<file path="config.mk">
export PLATFORM = sky130hd
export DESIGN_NAME = mem_port_arbiter
export DESIGN_NICKNAME = d
export VERILOG_FILES = /design/src/rtl/mem_arb_pkg.sv /design/src/rtl/arb_lat_counter.sv /design/src/rtl/mem_port_arbiter.sv
export SDC_FILE = /design/constraint.sdc
export NUM_CORES = 1
export LEC_CHECK = 0
export CAP_MARGIN = 5
export CELL_PAD_IN_SITES_DETAIL_PLACEMENT = 0
export CELL_PAD_IN_SITES_GLOBAL_PLACEMENT = 1
export CORE_AREA = 2 2 114 116
export DETAILED_ROUTE_END_ITERATION = 8
export DIE_AREA = 0 0 116 118
export GPL_TIMING_DRIVEN = 0
export HOLD_SLACK_MARGIN = 0.03
export PLACE_DENSITY_LB_ADDON = 0.1
export SLEW_MARGIN = 25
export SYNTH_ARGS = -nofsm -noshare
export SYNTH_HDL_FRONTEND = slang
export SYNTH_SLANG_ARGS = --single-unit
</file>
<file path="constraint.sdc">
create_clock -name clk -period 5.5 [get_ports clk]
set_clock_uncertainty 0.2 [all_clocks]
set_input_delay 0.55 -clock clk [delete_from_list [all_inputs] [get_ports clk]]
set_output_delay 0.55 -clock clk [all_outputs]
set_load 0.01 [all_outputs]
</file>
<file path="src/rtl/mem_arb_pkg.sv">
// ============================================================================
//  mem_arb_pkg
//  Shared types and constants for the instruction/data memory port arbiter.
//  Revision: 1.0
// ============================================================================
`default_nettype none

package mem_arb_pkg;

    typedef enum logic [1:0] {
        OWN_NONE = 2'd0,
        OWN_IF   = 2'd1,
        OWN_D    = 2'd2
    } owner_e;

    typedef enum logic {
        S_IDLE = 1'b0,
        S_WAIT = 1'b1
    } state_e;

    // Counter is sized for the largest legal latency so any MEM_LAT in 1..8 fits.
    localparam int MEM_LAT_MAX = 8;
    localparam int CNT_W       = $clog2(MEM_LAT_MAX + 1);

endpackage

`default_nettype wire

</file>
<file path="src/rtl/arb_lat_counter.sv">
// ============================================================================
//  arb_lat_counter
//  Loads MEM_LAT-1 on issue, counts down to zero and flags the completion cycle.
//  Revision: 1.0
// ============================================================================
`default_nettype none

module arb_lat_counter
    import mem_arb_pkg::*;
#(
    parameter int MEM_LAT = 2
) (
    input  logic clk,
    input  logic rst,
    input  logic load_i,
    output logic zero_o
);

    logic [CNT_W-1:0] cnt_q;
    logic [CNT_W-1:0] cnt_d;

    always_comb begin
        cnt_d = cnt_q;
        if (load_i) begin
            cnt_d = CNT_W'(MEM_LAT - 1);
        end else if (cnt_q != '0) begin
            cnt_d = cnt_q - CNT_W'(1);
        end
    end

    always_ff @(posedge clk or posedge rst) begin
        if (rst) begin
            cnt_q <= '0;
        end else begin
            cnt_q <= cnt_d;
        end
    end

    assign zero_o = (cnt_q == '0);

endmodule

`default_nettype wire

</file>
<file path="src/rtl/mem_port_arbiter.sv">
// ============================================================================
//  mem_port_arbiter
//  Shares one single-ported memory between instruction fetch and load/store.
//  Revision: 1.0
// ============================================================================
`default_nettype none

module mem_port_arbiter
    import mem_arb_pkg::*;
#(
    parameter int ADDR_W     = 32,
    parameter int DATA_W     = 32,
    parameter int MEM_LAT    = 2,
    parameter int STARVE_MAX = 4
) (
    input  logic              clk,
    input  logic              rst_n,
    input  logic              if_req,
    input  logic              if_kill,
    input  logic [ADDR_W-1:0] if_addr,
    output logic              if_gnt,
    output logic              if_rvalid,
    output logic [DATA_W-1:0] if_rdata,
    input  logic              d_req,
    input  logic              d_we,
    input  logic [ADDR_W-1:0] d_addr,
    input  logic [DATA_W-1:0] d_wdata,
    output logic              d_gnt,
    output logic              d_rvalid,
    output logic [DATA_W-1:0] d_rdata,
    output logic              mem_en,
    output logic              mem_we,
    output logic [ADDR_W-1:0] mem_addr,
    output logic [DATA_W-1:0] mem_wdata,
    input  logic [DATA_W-1:0] mem_rdata,
    output logic              stall_if,
    output logic              stall_mem
);

    localparam int ST_W = $clog2(STARVE_MAX + 1);

    state_e          state_q;
    owner_e          owner_q;
    logic [ST_W-1:0] starve_q;
    logic            kill_q;
    logic            we_q;

    logic cnt_zero;
    logic done;
    logic can_issue;
    logic starved;
    logic issue;

    assign done      = (state_q == S_WAIT) && cnt_zero;
    assign can_issue = !rst_n && ((state_q == S_IDLE) || done);
    assign starved   = (starve_q == ST_W'(STARVE_MAX));

    // A killed fetch never competes, so data may take the slot instead.
    assign if_gnt = can_issue && if_req && !if_kill && (starved || !d_req);
    assign d_gnt  = can_issue && d_req && !if_gnt;
    assign issue  = if_gnt || d_gnt;

    assign mem_en    = issue;
    assign mem_we    = d_gnt && d_we;
    assign mem_addr  = d_gnt ? d_addr : (if_gnt ? if_addr : '0);
    assign mem_wdata = (d_gnt && d_we) ? d_wdata : '0;

    assign if_rvalid = done && (owner_q == OWN_IF) && !kill_q && !if_kill;
    assign d_rvalid  = done && (owner_q == OWN_D);
    assign if_rdata  = if_rvalid ? mem_rdata : '0;
    assign d_rdata   = (d_rvalid && !we_q) ? mem_rdata : '0;

    assign stall_if  = !rst_n && if_req && !if_rvalid;
    assign stall_mem = !rst_n && d_req && !d_rvalid;

    arb_lat_counter #(
        .MEM_LAT (MEM_LAT)
    ) u_lat_cnt (
        .clk    (clk),
        .rst    (rst_n),
        .load_i (issue),
        .zero_o (cnt_zero)
    );

    always_ff @(posedge clk or posedge rst_n) begin
        if (rst_n) begin
            state_q  <= S_IDLE;
            owner_q  <= OWN_NONE;
            starve_q <= '0;
            kill_q   <= 1'b0;
            we_q     <= 1'b0;
        end else begin
            if (issue) begin
                state_q <= S_WAIT;
                owner_q <= if_gnt ? OWN_IF : OWN_D;
                we_q    <= d_gnt && d_we;
            end else if (done) begin
                state_q <= S_IDLE;
                owner_q <= OWN_NONE;
                we_q    <= 1'b0;
            end

            // Remember a flush that lands between issue and completion of a fetch.
            if (done || issue) begin
                kill_q <= 1'b0;
            end else if ((state_q == S_WAIT) && (owner_q == OWN_IF) && if_kill) begin
                kill_q <= 1'b1;
            end

            if (!if_req || if_gnt) begin
                starve_q <= '0;
            end else if (d_gnt && !starved) begin
                starve_q <= starve_q + ST_W'(1);
            end
        end
    end

endmodule

`default_nettype wire

</file>
==> results.json <==
{
  "finalSetupViolCount": 0,
  "clockBufferDepth": 2,
  "fin_tns_setup_ns": 0,
  "hpwl_um": 9040,
  "area_delta_synth_final_pct": 174,
  "ir_drop_mv": 0.107,
  "port_buffers": 269,
  "synthSimpleGateAreaFrac": 0.470,
  "fillers": 1320,
  "grt_pass1_wl_um": 15300,
  "hold_viol": 0,
  "drv_slew": 0,
  "min_from": "owner_q[1]$_DFFE_PP0P_",
  "wl_per_cell_um": 15.7,
  "gp_congestion": 0.756,
  "ctsHoldBuffers": 0,
  "io_pins": 270,
  "cts_inserted_buffers": 3,
  "synth_nets": 352,
  "drtIter0Drc": 102,
  "rsz0062_at_grt": "false",
  "core_mm2": 0.0124,
  "wl_um": 10400,
  "worst_setup_path_end_kind": "output pin",
  "cts-root-buf": "clkbuf_16",
  "postCtsSetupBuffers": 0,
  "seq_area_frac_synth": 0.174,
  "start_util": 0.139,
  "row_count": 41,
  "clkSinkCount": 12,
  "synth_compound_area_frac": 0.228,
  "critPathArrivalTime_ns": 2.97,
  "r2r_setup_slack_ns": 3.15,
  "htreeDepth": 1,
  "max_cap_violations": 0,
  "drc": 0,
  "cts_tree": "built",
  "hold_path_end": "owner_q[1]$_DFFE_PP0P_",
  "power_density_mw_per_mm2": 184,
  "yosysWarnings": 0,
  "critPathRequiredTime_ns": 4.75,
  "routed-via-count": 2660,
  "viasPerCell": 4.03,
  "grt_overflow": 0,
  "ant_nets": 0,
  "die_y_um": 118,
  "synth_area_per_cell_um2": 8.02,
  "synthXorXnorAreaFrac": 0.0102,
  "holdPathStages": 1,
  "min_period_ns": 3.72,
  "antenna_found_initial": 0,
  "rr_startpoint": "u_lat_cnt.cnt_q[0]$_DFFE_PP0P_",
  "fmax_mhz": 269,
  "grt_max_degree": 14,
  "critPathKind": "reg -> out",
  "whs_ns": 0.299,
  "worst-path-max-fanout": 10,
  "status": "finished clean",
  "r2r_cells": 8,
  "nets": 626,
  "die-area_mm2": 0.0137,
  "synth_top_family_by_area": "simple AND/OR/NAND/NOR gates",
  "synthMuxAreaShare": 0.0123,
  "drive_above_1_share": 0.0410,
  "n_antenna_cell": 0,
  "synth_area_mm2": 0.00172,
  "cts-resized-gates": 0,
  "die_w_um": 116,
  "synthAdderAreaFrac": 0.0218,
  "finalCritPeriodShare": 0.676,
  "leakage_nw": 1.91,
  "insertion_delay_ns": 0.24,
  "synth_cell_types": 35,
  "max_slew_margin": 0.599,
  "grt_use_total": 0.141,
  "grt_pass1_vias": 2743,
  "syn_inst": 215,
  "path_clk_slew_ns": 0.05,
  "min_path_type": "reg -> reg",
  "cp-start-kind": "flip-flop",
  "ys_ff_latch": 12,
  "worst_pin_slew_ns": 0.594,
  "first_pass_iters": 6,
  "r2r_end": "we_q$_DFFE_PP0P_"
}
## layer usage
| metal | share of wire | vias up | global-route usage |
|---|---|---|---|
| met4 | 0.011 | 0 | 0.0298 |
| met3 | 0.11 | 8 | 0.0371 |
| met1 | 0.35 | 1171 | 0.144 |
| met2 | 0.54 | 168 | 0.280 |
| li1 | - | 1313 | - |
| met5 | 0 | - | 0 |
## cell type report
type / count / area [µm²] / share of cell area
Multi-Input combinational cell: 177 / 1280 / 0.271
Sequential cell: 12 / 300 / 0.0636
Timing Repair Buffer: 269 / 2690 / 0.570
Clock buffer: 4 / 88.8 / 0.0188
Buffer: 20 / 123 / 0.0260
Inverter: 6 / 22.5 / 0.00477
Tap cell: 172 / 215 / 0.0456
## worst max-delay path by stage
stage / depth (start not counted) / from / endpoint / slack [ns]
2_1_floorplan: 7 / u_lat_cnt.cnt_q[0]$_DFFE_PP0P_ / mem_addr[23] / 2.81
3_3_place_gp: 7 / if_kill / mem_addr[27] / 1.79
3_5_place_dp: 7 / if_kill / mem_addr[27] / 1.77
4_1_cts: 9 / u_lat_cnt.cnt_q[0]$_DFFE_PP0P_ / mem_addr[27] / 1.69
5_1_grt: 8 / u_lat_cnt.cnt_q[1]$_DFFE_PP0P_ / d_rdata[2] / 1.58
6_report: 9 / u_lat_cnt.cnt_q[0]$_DFFE_PP0P_ / mem_addr[29] / 1.78
## power breakdown
| part | leakage [nW] | total [W] | internal (W) | switching, W |
|---|---|---|---|---|
| Clock | 0.0442 | 0.000149 | 0.000110 | 0.0000390 |
| Combinational | 1.71 | 0.000565 | 0.000332 | 0.000232 |
| Sequential | 0.154 | 0.000154 | 0.000121 | 0.0000335 |
| Total | 1.91 | 0.000868 | 0.000563 | 0.000305 |
## registers in the layout, summed over array words and instances, names as in the netlist
register and cells:
kill_q 1, starve_q 3, we_q 1, state_q 1
u_lat_cnt.cnt_q 4, owner_q 2
## cell families (layout without fill, tap and decap cells)
| family | count (synthesis) | count (layout) |
|---|---|---|
| adders and majority gates | 3 | 3 |
| xor gates and xnor gates | 2 | 2 |
| and+or+nand+nor | 123 | 123 |
| buffers and inverters | 26 | 299 |
| AOI/OAI and AO/OA | 47 | 47 |
| DFF | 12 | 12 |
| muxes | 2 | 2 |
## synthesized netlist by cell type
master    count  area (µm²)
o21ai_0       2        10.0
nor3b_1       1        7.51
buf_4         4        30.0
nor2b_1       1        6.26
o41ai_1       1        8.76
clkbuf_1     10        37.5
buf_2         2        10.0
nor2_1        7        26.3
and2_1       65         407
and3_1       32         200
nand2_1       1        3.75
inv_1         6        22.5
a21o_1        3        22.5
ha_1          3        37.5
or3_1         1        6.26
a22o_1       32         280
or3b_1        1        8.76
nand3b_1      2        15.0
a221oi_1      1        8.76
xnor2_1       2        17.5
nand2b_1      3        18.8
a211oi_4      1        20.0
and2_4        1        8.76
dfrtp_1      12         300
o21a_1        1        7.51
a21oi_1       4        20.0
a211oi_1      1        7.51
a21boi_0      1        7.51
and4b_1       2        20.0
nor4_4        2        42.5
nor4b_4       1        23.8
buf_6         4        45.0
mux2i_1       1        10.0
nor3_1        3        15.0
mux2_2        1        11.3
## cell usage in the layout (no fill, tap or decap), types with 2 or more instances in the layout
| cell type | n |
|---|---|
| clkbuf_1 | 10 |
| buf_2 | 2 |
| nand3b_1 | 2 |
| and2_1 | 65 |
| nor3_1 | 3 |
| ha_1 | 3 |
| nor4_4 | 2 |
| a22o_1 | 32 |
| clkbuf_16 | 3 |
| nand2b_1 | 3 |
| clkdlybuf4s50_1 | 269 |
| nor2_1 | 7 |
| buf_6 | 4 |
| xnor2_1 | 2 |
| inv_1 | 6 |
| buf_4 | 4 |
| a21o_1 | 3 |
| and3_1 | 32 |
| and4b_1 | 2 |
| dfrtp_1 | 12 |
| a21oi_1 | 4 |
| o21ai_0 | 2 |
## worst max-delay path, stage by stage, from the launching register on
cell and delay [ns]:
dfrtp_1 0.39, inv_1 0.06, ha_1 0.18, or3b_1 0.38
buf_4 0.21, a211oi_4 0.39, buf_6 0.20, buf_4 0.17
a22o_1 0.15, clkdlybuf4s50_1 0.58
## metrics by stage
stage          area (µm²)  setup slack (ns)  std cells  power [W]   util
6_report             4720              1.78        660   0.000868  0.380
5_1_grt              4720              1.58        660   0.000930  0.380
4_1_cts              4720              1.69        660   0.000884  0.380
3_5_place_dp         4630              1.77        656   0.000729  0.373
3_3_place_gp         4630              1.79        656   0.000724  0.373
2_1_floorplan        1720              2.81        215   0.000420      -
Power figures use the tool's default switching activity.
